## config.mk

```make
export PLATFORM = sky130hd
export DESIGN_NAME = esfa_cell_controller
export DESIGN_NICKNAME = d
export VERILOG_FILES = /design/src/rtl/esfa_pkg.sv /design/src/rtl/esfa_hit_resolver.sv /design/src/rtl/esfa_cell_controller.sv
export SDC_FILE = /design/constraint.sdc
export NUM_CORES = 1
export LEC_CHECK = 0
export ABC_AREA = 1
export CAP_MARGIN = 20
export CORE_MARGIN = 2
export CORE_UTILIZATION = 42
export CTS_BUF_LIST = sky130_fd_sc_hd__clkbuf_8
export DETAILED_ROUTE_END_ITERATION = 7
export GPL_TIMING_DRIVEN = 0
export PLACE_DENSITY = 0.78
export RECOVER_POWER = 25
export SETUP_SLACK_MARGIN = 0.1
export SYNTH_ARGS = -nofsm -noshare
export SYNTH_HDL_FRONTEND = slang
export SYNTH_SLANG_ARGS = --single-unit
```

## constraint.sdc

```tcl
create_clock -name clk -period 9.1 [get_ports clk]
set_input_delay 1.82 -clock clk [delete_from_list [all_inputs] [get_ports clk]]
set_output_delay 1.82 -clock clk [all_outputs]
set_load 0.03 [all_outputs]
```

## src/rtl/esfa_pkg.sv

```systemverilog
// Shared constants for the ESFA cell controller: bus selector opcodes,
// host request op codes and controller FSM state encoding.
package esfa_pkg;

   localparam logic [7:0] SEL_UPDATE    = 8'd0;
   localparam logic [7:0] SEL_LOOKUP    = 8'd1;
   localparam logic [7:0] SEL_ENCODE    = 8'd2;
   localparam logic [7:0] SEL_CONG_UP   = 8'd3;
   localparam logic [7:0] SEL_CONG_DN   = 8'd4;
   localparam logic [7:0] SEL_MARK_FREE = 8'd5;
   localparam logic [7:0] SEL_ENRANK    = 8'd6;
   localparam logic [7:0] SEL_DEBUG     = 8'd7;
   localparam logic [7:0] SEL_IDLE      = 8'hFF;

   typedef enum logic [1:0] {
      OP_INSERT = 2'd0,
      OP_LOOKUP = 2'd1,
      OP_ENCODE = 2'd2,
      OP_ENRANK = 2'd3
   } op_t;

   typedef enum logic [2:0] {
      ST_IDLE    = 3'd0,
      ST_ISSUE   = 3'd1,
      ST_SAMPLE  = 3'd2,
      ST_WRITE   = 3'd3,
      ST_WSETTLE = 3'd4,
      ST_RESP    = 3'd5
   } state_t;

   // An insert first asks every cell whether it is free.
   function automatic logic [7:0] op_to_sel(input op_t op);
      case (op)
         OP_INSERT: op_to_sel = SEL_MARK_FREE;
         OP_LOOKUP: op_to_sel = SEL_LOOKUP;
         OP_ENCODE: op_to_sel = SEL_ENCODE;
         default:   op_to_sel = SEL_ENRANK;
      endcase
   endfunction

endpackage

```

## src/rtl/esfa_hit_resolver.sv

```systemverilog
// Combinational priority resolver over the per-cell response vectors.
// Multi-hit detection is only built when ESFA_MULTIHIT_CHK_EN is defined.
module esfa_hit_resolver #(
   parameter int NUM_CELLS = 8,
   parameter int DATA_W    = 8,
   parameter int IDX_W     = 3
) (
   input  logic                        i_mode_max_ctx,
   input  logic [NUM_CELLS-1:0]        i_bool,
   input  logic [DATA_W*NUM_CELLS-1:0] i_result,
   input  logic [DATA_W*NUM_CELLS-1:0] i_context,
   output logic                        o_any_hit,
   output logic [IDX_W-1:0]            o_winner,
   output logic [DATA_W-1:0]           o_value,
   output logic [DATA_W-1:0]           o_context
`ifdef ESFA_MULTIHIT_CHK_EN
   ,
   output logic                        o_multi_hit
`endif
);

   logic w_found;

   assign o_any_hit = |i_bool;

   // Ascending scan with strict compare: ties keep the lowest index.
   always_comb begin
      w_found   = 1'b0;
      o_winner  = '0;
      o_value   = '0;
      o_context = '0;
      for (int k = 0; k < NUM_CELLS; k++) begin
         if (i_bool[k]) begin
            if (!w_found ||
                (i_mode_max_ctx && (i_context[k*DATA_W +: DATA_W] > o_context))) begin
               w_found   = 1'b1;
               o_winner  = IDX_W'(k);
               o_value   = i_result[k*DATA_W +: DATA_W];
               o_context = i_context[k*DATA_W +: DATA_W];
            end
         end
      end
   end

`ifdef ESFA_MULTIHIT_CHK_EN
   assign o_multi_hit = |(i_bool & (i_bool - NUM_CELLS'(1)));
`endif

endmodule

```

## src/rtl/esfa_cell_controller.sv

```systemverilog
// Host-request sequencer for the ESFA cell broadcast bus.
// Optional sticky multi-hit flag enabled by ESFA_MULTIHIT_CHK_EN.
//
// state      | meaning
// ST_IDLE    | ready for a host request, bus idle
// ST_ISSUE   | first command on the bus
// ST_SAMPLE  | cell responses valid, resolve winner
// ST_WRITE   | update command writing allocated handle
// ST_WSETTLE | bus idle while the write lands
// ST_RESP    | response held until resp_ready
module esfa_cell_controller
   import esfa_pkg::*;
#(
   parameter int NUM_CELLS = 8,
   parameter int DATA_W    = 8
) (
   input  logic                        clk,
   input  logic                        reset,
   input  logic                        req_valid,
   output logic                        req_ready,
   input  logic [1:0]                  req_op,
   input  logic [DATA_W-1:0]           req_index,
   input  logic [DATA_W-1:0]           req_value,
   input  logic [DATA_W-1:0]           req_array,
   output logic                        resp_valid,
   input  logic                        resp_ready,
   output logic                        resp_ok,
   output logic [DATA_W-1:0]           resp_value,
   output logic [DATA_W-1:0]           resp_context,
   output logic [7:0]                  cell_selector,
   output logic [DATA_W-1:0]           cell_index,
   output logic [DATA_W-1:0]           cell_value,
   output logic [DATA_W-1:0]           cell_metadata,
   output logic                        cell_is_meta,
   input  logic [NUM_CELLS-1:0]        cell_bool,
   input  logic [DATA_W*NUM_CELLS-1:0] cell_result,
   input  logic [DATA_W*NUM_CELLS-1:0] cell_context,
   output logic                        err_multihit
);

   localparam int IDX_W = (NUM_CELLS > 1) ? $clog2(NUM_CELLS) : 1;

   state_t             r_state, w_next;
   op_t                r_op;
   logic [DATA_W-1:0]  r_index, r_value;
   logic [IDX_W-1:0]   r_handle;
   logic [7:0]         r_sel;
   logic [DATA_W-1:0]  r_bus_index, r_bus_value, r_bus_meta;
   logic               r_bus_is_meta;
   logic               r_resp_valid, r_resp_ok;
   logic [DATA_W-1:0]  r_resp_value, r_resp_context;

   logic               w_accept, w_any_hit, w_do_write;
   logic [IDX_W-1:0]   w_winner;
   logic [DATA_W-1:0]  w_value, w_context;

   assign req_ready     = (r_state == ST_IDLE);
   assign w_accept      = req_valid && req_ready;
   assign w_do_write    = (r_op == OP_INSERT) && w_any_hit;

   assign resp_valid    = r_resp_valid;
   assign resp_ok       = r_resp_ok;
   assign resp_value    = r_resp_value;
   assign resp_context  = r_resp_context;
   assign cell_selector = r_sel;
   assign cell_index    = r_bus_index;
   assign cell_value    = r_bus_value;
   assign cell_metadata = r_bus_meta;
   assign cell_is_meta  = r_bus_is_meta;

`ifdef ESFA_MULTIHIT_CHK_EN
   logic w_multi_hit;
   logic r_multihit;
`endif

   esfa_hit_resolver #(
      .NUM_CELLS (NUM_CELLS),
      .DATA_W    (DATA_W),
      .IDX_W     (IDX_W)
   ) u_resolver (
      .i_mode_max_ctx (r_op == OP_LOOKUP),
      .i_bool         (cell_bool),
      .i_result       (cell_result),
      .i_context      (cell_context),
      .o_any_hit      (w_any_hit),
      .o_winner       (w_winner),
      .o_value        (w_value),
      .o_context      (w_context)
`ifdef ESFA_MULTIHIT_CHK_EN
      ,
      .o_multi_hit    (w_multi_hit)
`endif
   );

   always_ff @(posedge clk or negedge reset) begin
      if (!reset) r_state <= ST_IDLE;
      else        r_state <= w_next;
   end

   always_comb begin
      w_next = r_state;
      case (r_state)
         ST_IDLE:    if (w_accept) w_next = ST_ISSUE;
         ST_ISSUE:   w_next = ST_SAMPLE;
         ST_SAMPLE:  w_next = w_do_write ? ST_WRITE : ST_RESP;
         ST_WRITE:   w_next = ST_WSETTLE;
         ST_WSETTLE: w_next = ST_RESP;
         ST_RESP:    if (resp_ready) w_next = ST_IDLE;
         default:    w_next = ST_IDLE;
      endcase
   end

   // Bus fields fall back to idle every cycle unless a command is loaded.
   always_ff @(posedge clk or negedge reset) begin
      if (!reset) begin
         r_op           <= OP_INSERT;
         r_index        <= '0;
         r_value        <= '0;
         r_handle       <= '0;
         r_sel          <= SEL_IDLE;
         r_bus_index    <= '0;
         r_bus_value    <= '0;
         r_bus_meta     <= '0;
         r_bus_is_meta  <= 1'b0;
         r_resp_valid   <= 1'b0;
         r_resp_ok      <= 1'b0;
         r_resp_value   <= '0;
         r_resp_context <= '0;
      end else begin
         r_sel         <= SEL_IDLE;
         r_bus_index   <= '0;
         r_bus_value   <= '0;
         r_bus_meta    <= '0;
         r_bus_is_meta <= 1'b0;
         case (r_state)
            ST_IDLE: begin
               if (w_accept) begin
                  r_op          <= op_t'(req_op);
                  r_index       <= req_index;
                  r_value       <= req_value;
                  r_sel         <= op_to_sel(op_t'(req_op));
                  r_bus_index   <= req_index;
                  r_bus_value   <= req_value;
                  r_bus_meta    <= req_array;
                  r_bus_is_meta <= 1'b1;
               end
            end
            ST_SAMPLE: begin
               if (w_do_write) begin
                  r_handle      <= w_winner;
                  r_sel         <= SEL_UPDATE;
                  r_bus_index   <= r_index;
                  r_bus_value   <= r_value;
                  r_bus_meta    <= DATA_W'(w_winner);
                  r_bus_is_meta <= 1'b1;
               end else begin
                  r_resp_valid   <= 1'b1;
                  r_resp_ok      <= w_any_hit;
                  r_resp_value   <= w_value;
                  r_resp_context <= w_context;
               end
            end
            ST_WSETTLE: begin
               r_resp_valid   <= 1'b1;
               r_resp_ok      <= 1'b1;
               r_resp_value   <= DATA_W'(r_handle);
               r_resp_context <= DATA_W'(r_handle);
            end
            ST_RESP: begin
               if (resp_ready) r_resp_valid <= 1'b0;
            end
            default: ;
         endcase
      end
   end

`ifdef ESFA_MULTIHIT_CHK_EN
   always_ff @(posedge clk or negedge reset) begin
      if (!reset)
         r_multihit <= 1'b0;
      else if ((r_state == ST_SAMPLE) && w_multi_hit &&
               ((r_op == OP_ENCODE) || (r_op == OP_ENRANK)))
         r_multihit <= 1'b1;
   end
   assign err_multihit = r_multihit;
`else
   assign err_multihit = 1'b0;
`endif

endmodule

```

After elaboration in Yosys (flattened, before gate mapping)
Cells that the tools add are included.
- bits in registers: 75
- bits of input ports: 166
- output and inout bits: 53
- word-level logic and storage cells: 152
- order comparisons: 7
- eq/ne operators: 11
- muxes and demuxes: 86
- reduce and logical (&&, ||, !) cells: 34
- operator list (cell ; count):
    two-way mux 8 bit ; 39
    one-hot mux 8 bit (2 select lines) ; 6
    > comparator 8 bit ; 7
    two-way mux 3 bit ; 17
    two-way mux 1 bit ; 19
    one-hot mux 3 bit (6 select lines) ; 1
    logical AND 1 bit ; 9
    one-hot mux 3 bit (3 select lines) ; 1
    AND reduction 2 bit ; 4
    OR reduction 8 bit ; 1
    zero test 1 bit ; 7
    logical OR 1 bit ; 7
    equality test 3 x 2 -> 1 bit, second input constant ; 2
    equality test 3 bit, second input constant ; 2
    equality test 2 x 1 -> 1 bit, second input constant ; 2
    zero test 2 bit ; 2
    != test 2 bit, second input constant ; 2
    one-hot mux 1 bit (2 select lines) ; 2
    equality test 3 x 1 -> 1 bit, second input constant ; 1
    zero test 3 bit ; 1
    one-hot mux 1 bit (3 select lines) ; 1
    AND reduction 3 bit ; 1
    nonzero test 3 bit ; 1
    equality test 2 bit, second input constant ; 1
    other kinds (2) ; 2

Logic depth before layout (Yosys ltp)
- depth in word-level cells: 38
- depth in mapped cells: 96
- depth with buffers taken out: 91

By module
Synthesis repeated with hierarchy kept, for this count alone.
- cells, all modules: 905
- area total of the unflattened synthesis: 6035.8 µm²
- modules (own cells, without submodules) (module ; times used ; cells each ; area an instance (µm²) ; seq. area each (µm²)):
    esfa_hit_resolver ; 1 ; 608 ; 3168.0 ; 0.0
    esfa_cell_controller ; 1 ; 297 ; 2867.8 ; 1781.7

Worst setup path after synthesis
OpenSTA, ideal clock, no wires.
- kind: input port to flip-flop
- from: input cell_bool[0]
- to: register r_resp_value[2] (netlist: resp_value[2])
- setup time: 0.128 ns
- arrival time: 10.835 ns
- required time: 8.972 ns
- setup slack: -1.863 ns
- stages: 86
- path buffers: 8
- cell sequence: clkbuf_1 nand2_1 ha_1 nand2_1 nor2_1 nand2_1 nand2_1 nand2_2 nand2_4 nand2_4 buf_6 nand2_1 o21ai_0 ha_1 nand2_1 o21bai_1 nand2_1 nand2_1 [... 50 more ...] o211ai_1 a21boi_2 nor2_4 inv_2 buf_2 nand3_1 and2_1 ha_1 nand2_1 nor3_1 nand3_1 nand3_1 nand2_1 nand2_1 clkbuf_1 nand2_1 o21bai_1 a21oi_1
- word-level cells in the longest chain between the ends: 38
- elaborated cells between the ends (all ways): 75
- classes of those cells: 7 x order compare; 1 x eq/ne; 43 x mux; 24 x reduce/logical
- ends and longest elaborated chain (what ; line ; RTL):
    start, declared ; esfa_cell_controller.sv:35 ; input logic [NUM_CELLS-1:0] cell_bool,
    two-way mux 8 bit ; esfa_hit_resolver.sv:33 ; if (i_bool[k]) begin
    > comparator 8 bit ; esfa_hit_resolver.sv:35 ; (i_mode_max_ctx && (i_context[k*DATA_W +: DATA_W] > o_context))) begin
    logical AND 1 bit ; esfa_hit_resolver.sv:35 ;
    logical OR 1 bit ; esfa_hit_resolver.sv:34 ; if (!w_found ||
    two-way mux 8 bit ; esfa_hit_resolver.sv:34 ;
    two-way mux 8 bit ; esfa_hit_resolver.sv:33 ;
    > comparator 8 bit ; esfa_hit_resolver.sv:35 ;
    logical AND 1 bit ; esfa_hit_resolver.sv:35 ;
    [... 22 more ...] ; n/a ;
    two-way mux 8 bit ; esfa_hit_resolver.sv:33 ;
    > comparator 8 bit ; esfa_hit_resolver.sv:35 ;
    logical AND 1 bit ; esfa_hit_resolver.sv:35 ;
    logical OR 1 bit ; esfa_hit_resolver.sv:34 ;
    two-way mux 8 bit ; esfa_hit_resolver.sv:34 ;
    two-way mux 8 bit ; esfa_hit_resolver.sv:33 ;
    two-way mux 8 bit ; esfa_cell_controller.sv:149 ; if (w_do_write) begin
    one-hot mux 8 bit (2 select lines) ; esfa_cell_controller.sv:135 ; case (r_state)
    end signal, assigned ; esfa_cell_controller.sv:159 ; r_resp_value <= w_value;
    end signal, assigned ; esfa_cell_controller.sv:166 ; r_resp_value <= DATA_W'(r_handle);
    end, declared ; esfa_cell_controller.sv:51 ; logic [DATA_W-1:0] r_resp_value, r_resp_context;
Parallel ways exist; a longest one is shown, timed or not. The select of a mux whose other input is x is not followed.
A chain may end at the register's enable or synchronous reset.

Worst setup path after layout
- from: input cell_bool[0]
- to: register r_resp_context[5] (netlist: resp_context[5])
- word-level cells in the longest chain between the ends: 38
- elaborated cells between the ends (all ways): 62
- classes of those cells: 7 x order compare; 1 x eq/ne; 30 x mux; 24 x reduce/logical
- ends and longest elaborated chain (what ; line ; RTL):
    two-way mux 8 bit ; esfa_hit_resolver.sv:33 ;
    > comparator 8 bit ; esfa_hit_resolver.sv:35 ;
    logical AND 1 bit ; esfa_hit_resolver.sv:35 ;
    logical OR 1 bit ; esfa_hit_resolver.sv:34 ;
    two-way mux 8 bit ; esfa_hit_resolver.sv:34 ;
    two-way mux 8 bit ; esfa_hit_resolver.sv:33 ;
    > comparator 8 bit ; esfa_hit_resolver.sv:35 ;
    logical AND 1 bit ; esfa_hit_resolver.sv:35 ;
    [... 22 more ...] ; n/a ;
    two-way mux 8 bit ; esfa_hit_resolver.sv:33 ;
    > comparator 8 bit ; esfa_hit_resolver.sv:35 ;
    logical AND 1 bit ; esfa_hit_resolver.sv:35 ;
    logical OR 1 bit ; esfa_hit_resolver.sv:34 ;
    two-way mux 8 bit ; esfa_hit_resolver.sv:34 ;
    two-way mux 8 bit ; esfa_hit_resolver.sv:33 ;
    two-way mux 8 bit ; esfa_cell_controller.sv:149 ;
    one-hot mux 8 bit (2 select lines) ; esfa_cell_controller.sv:135 ;
    end signal, assigned ; esfa_cell_controller.sv:160 ; r_resp_context <= w_context;
    end signal, assigned ; esfa_cell_controller.sv:167 ; r_resp_context <= DATA_W'(r_handle);
    end, declared ; esfa_cell_controller.sv:51 ;
Parallel ways exist; a longest one is shown, timed or not. The select of a mux whose other input is x is not followed.

==> results <==
power breakdown:
group          internal [mW]  leakage, nW  switching (mW)  total (mW)
Clock                  0.135       0.0989           0.125       0.260
Sequential             0.433        0.900          0.0514       0.484
Combinational          0.747         3.94            1.01        1.76
Total                   1.31         4.94            1.19        2.50
worst register-to-register path: cells and delay by family, from the launching register on:
family	cells	cell delay, ns
DFF	1	0.41
adders and majority gates	6	1.42
and+or+nand+nor	39	4.33
buffers and inverters	24	2.82
AOI/OAI and AO/OA	16	2.19
placed cells by master, fill, tap and decap left out, types with 6 or more instances in the layout:
master,instances
ha_1,21
dfrtp_1,67
o21ai_0,48
o21ai_2,20
buf_2,6
nor2_2,12
nand2_4,29
a21oi_1,31
clkbuf_1,6
and2_4,7
or2_4,6
buf_4,61
ha_4,38
clkdlybuf4s15_1,8
dlygate4sd2_1,6
nand2_2,52
inv_2,25
nand3_2,21
clkdlybuf4s50_1,199
nor2_4,8
nor3_1,6
a21oi_2,18
buf_8,9
nor2_1,37
buf_6,18
inv_1,79
nand3_1,30
clkbuf_8,10
nand2_1,141
o21ai_1,24
nand3_4,13
synthesized netlist by cell type, types with 8 or more instances:
library cell and instances:
buf_2 13, nor3_1 10, clkbuf_1 8, nand2_1 219
dfrtp_1 67, o21ai_1 22, nor2_1 45, and2_1 8
o21ai_0 74, ha_1 60, inv_1 97, a21oi_1 45
inv_2 11, nand3_1 58
repair_timing:
item	CTS	global route
setup buffers	49	20
gates cloned	6	1
pin swaps	66	80
gates resized for setup	166	198
setup endpoints to repair	22	22
metrics by stage:
step	power [mW]	TNS, ns
after global placement	1.62	-76.67
after floorplan	1.24	-27.55
after global routing	2.62	-80.83
final	2.50	-78.07
after CTS	2.11	-38.81
after detailed placement	1.65	-80.55
area by class of cell:
type	instances	area [um2]
Buffer	32	348
Fill cell	774	3040
Inverter	110	435
Clock inverter	6	67.6
Timing Repair inverter	1	6.26
Multi-Input combinational cell	616	4860
Tap cell	180	225
Timing Repair Buffer	290	2820
Clock buffer	10	138
Sequential cell	71	1780
worst paths after layout:
kind                                    startpoint                           to  slack [ns]  cells after the start
max                                   cell_bool[0]  resp_context[5]$_DFFE_PN0P_       -3.62                     87
min                        r_handle[0]$_DFFE_PN0P_      r_handle[0]$_DFFE_PN0P_        0.49                      2
max reg2reg                    r_op[0]$_DFFE_PN0P_  resp_context[5]$_DFFE_PN0P_       -2.15                     85
min reg2reg                r_handle[0]$_DFFE_PN0P_      r_handle[0]$_DFFE_PN0P_        0.49                      2
max in group asynchronous                    reset       r_state[1]$_DFFE_PN0P_        4.31                      1
min in group asynchronous                    reset      cell_index[4]$_DFF_PN0_        2.72                      1
logic make-up (layout without fill, tap and decap cells):
kind of cell             count (synthesis)  after routing  synth area share
adder cells (fa/ha/maj)                 60             60             0.129
AO/OA/AOI/OAI                          175            175             0.170
other                                    1              1          0.000644
flip-flops                              71             71             0.306
AND/OR/NAND/NOR                        379            380             0.290
buffers and inverters                  142            449             0.104
layer usage:
layer	vias to the layer above	global-route usage
met2	634	0.517
met5	-	0
met1	3560	0.339
li1	3316	-
met3	267	0.0445
met4	0	0.142
state kept, by name (all words and copies together) (netlist names):
signal / count
cell_index: 8
cell_is_meta: 1
cell_metadata: 8
cell_selector: 4
cell_value: 8
r_handle: 3
r_index: 8
r_op: 2
r_state: 3
r_value: 8
resp_context: 8
resp_ok: 1
resp_valid: 1
resp_value: 8
==> reports/qor.yml <==
status:
  status: "finished, violations left"
  violations: "max-capacitance violations, max-slew violations, negative setup slack"
cts:
  cts_made_buffers: 9
  cts_htree_levels: 3
  ctsHoldBuffers: 0
  clkTransAtPathRegs_ns: 0.08
  cts-root-buf: "clkbuf_8"
  max-clock-path-buffers: 2
  clk_latency_ns: 0.35
  cts_sinks: 71
  cts_tree: "done"
grt:
  grt_pass1_vias: 6931
  grt_max_degree: 72
  grt_pass1_wl_mm: 33.5
  overflow: 0
  antenna_found_initial: 0
  track_usage: 0.290
yosys:
  synth_flop_cell: "dfrtp_1"
  yosysWarnings: 0
  syn-num-nets: 1054
  synth_top_area_cell: "dfrtp_1"
  syn_area_um2: 5820
  ys_ff_latch: 71
  synth_area_leaders: "dfrtp_1, nand2_1, ha_1"
  avgSynthCellArea_um2: 7.03
  synth_edf_count: 0
  synth_cell_types: 41
  ys_seq_area_frac: 0.306
  synthArstFlopShare: 1.00
  syn_inst: 828
  synthDominantCellAreaShare: 0.288
final_layout:
  nets: 1357
  area_growth_pct: 83.4
  layout-drive-gt1-share: 0.357
  fin_util: 0.778
  antennaDiodeCount: 0
  final_area_um2: 10700
  final_cells: 1316
detailed_routing:
  wl_met2_mm: 13.3
  wl_per_cell_um: 22.0
  drt_iter0_markers: 830
  antenna_left: 0
  wl_mm: 28.9
  wl_met1_mm: 9.65
  maxUsedRoutingLayer: "met4"
  drc: 0
  drtPass1Iterations: 5
  dr_total_vias: 7777
  viasPerCell: 5.91
  routed-wl-met3_mm: 2.95
die:
  num_io_pins: 219
  rows: 43
  core_um2: 13700
  dieHeight_um: 122
  die_area_um2: 14800
  initial_core_util: 0.424
  chipWidth_um: 122
sta:
  fin_ws_ns: -3.62
  hold_ws_ns: 0.494
  post-route-period-util: 1.40
  drv_slew: 72
  relSlewSlack: -1.45
  rsz0062_at_grt: "yes"
  timing.fmax_ghz: 0.0786
  hold_violations: 0
  period_needed_ns: 12.72
  tightest_slew_ns: 3.68
  fin_skew_ns: 0.0151
  finalSetupViolations: 22
setup_path:
  cp_common_cell: "nand2_1"
  cp-start-kind: "input pin"
  arrival_ns: 12.97
  critical_path_class: "input pin to register"
  endpoint_kind: "register"
  crit_fanout: 8
  slowest_delay_ns: 0.29
  cp_slowest_cell: "ha_4"
  critical-path-top-delay-family: "simple AND/OR/NAND/NOR gates"
  required_ns: 9.35
  worst-path-buf-inv: 23
placed_design:
  dp_hpwl_mm: 15.3
  portBuffers: 217
  place_congestion: 0.902
  dpl-instance-area_um2: 8380
  post-place-ws_ns: -3.73
  dp_cells: 1225
power_and_ir_drop:
  leakagePower_nw: 4.94
  ir_worst_vdd_uv: 118
  power_density_nw_per_um2: 234
worst_hold_path:
  hold_path_class: "register to register"
run:
  maxCapViolations: 1
(Power assumes the default switching activity.)
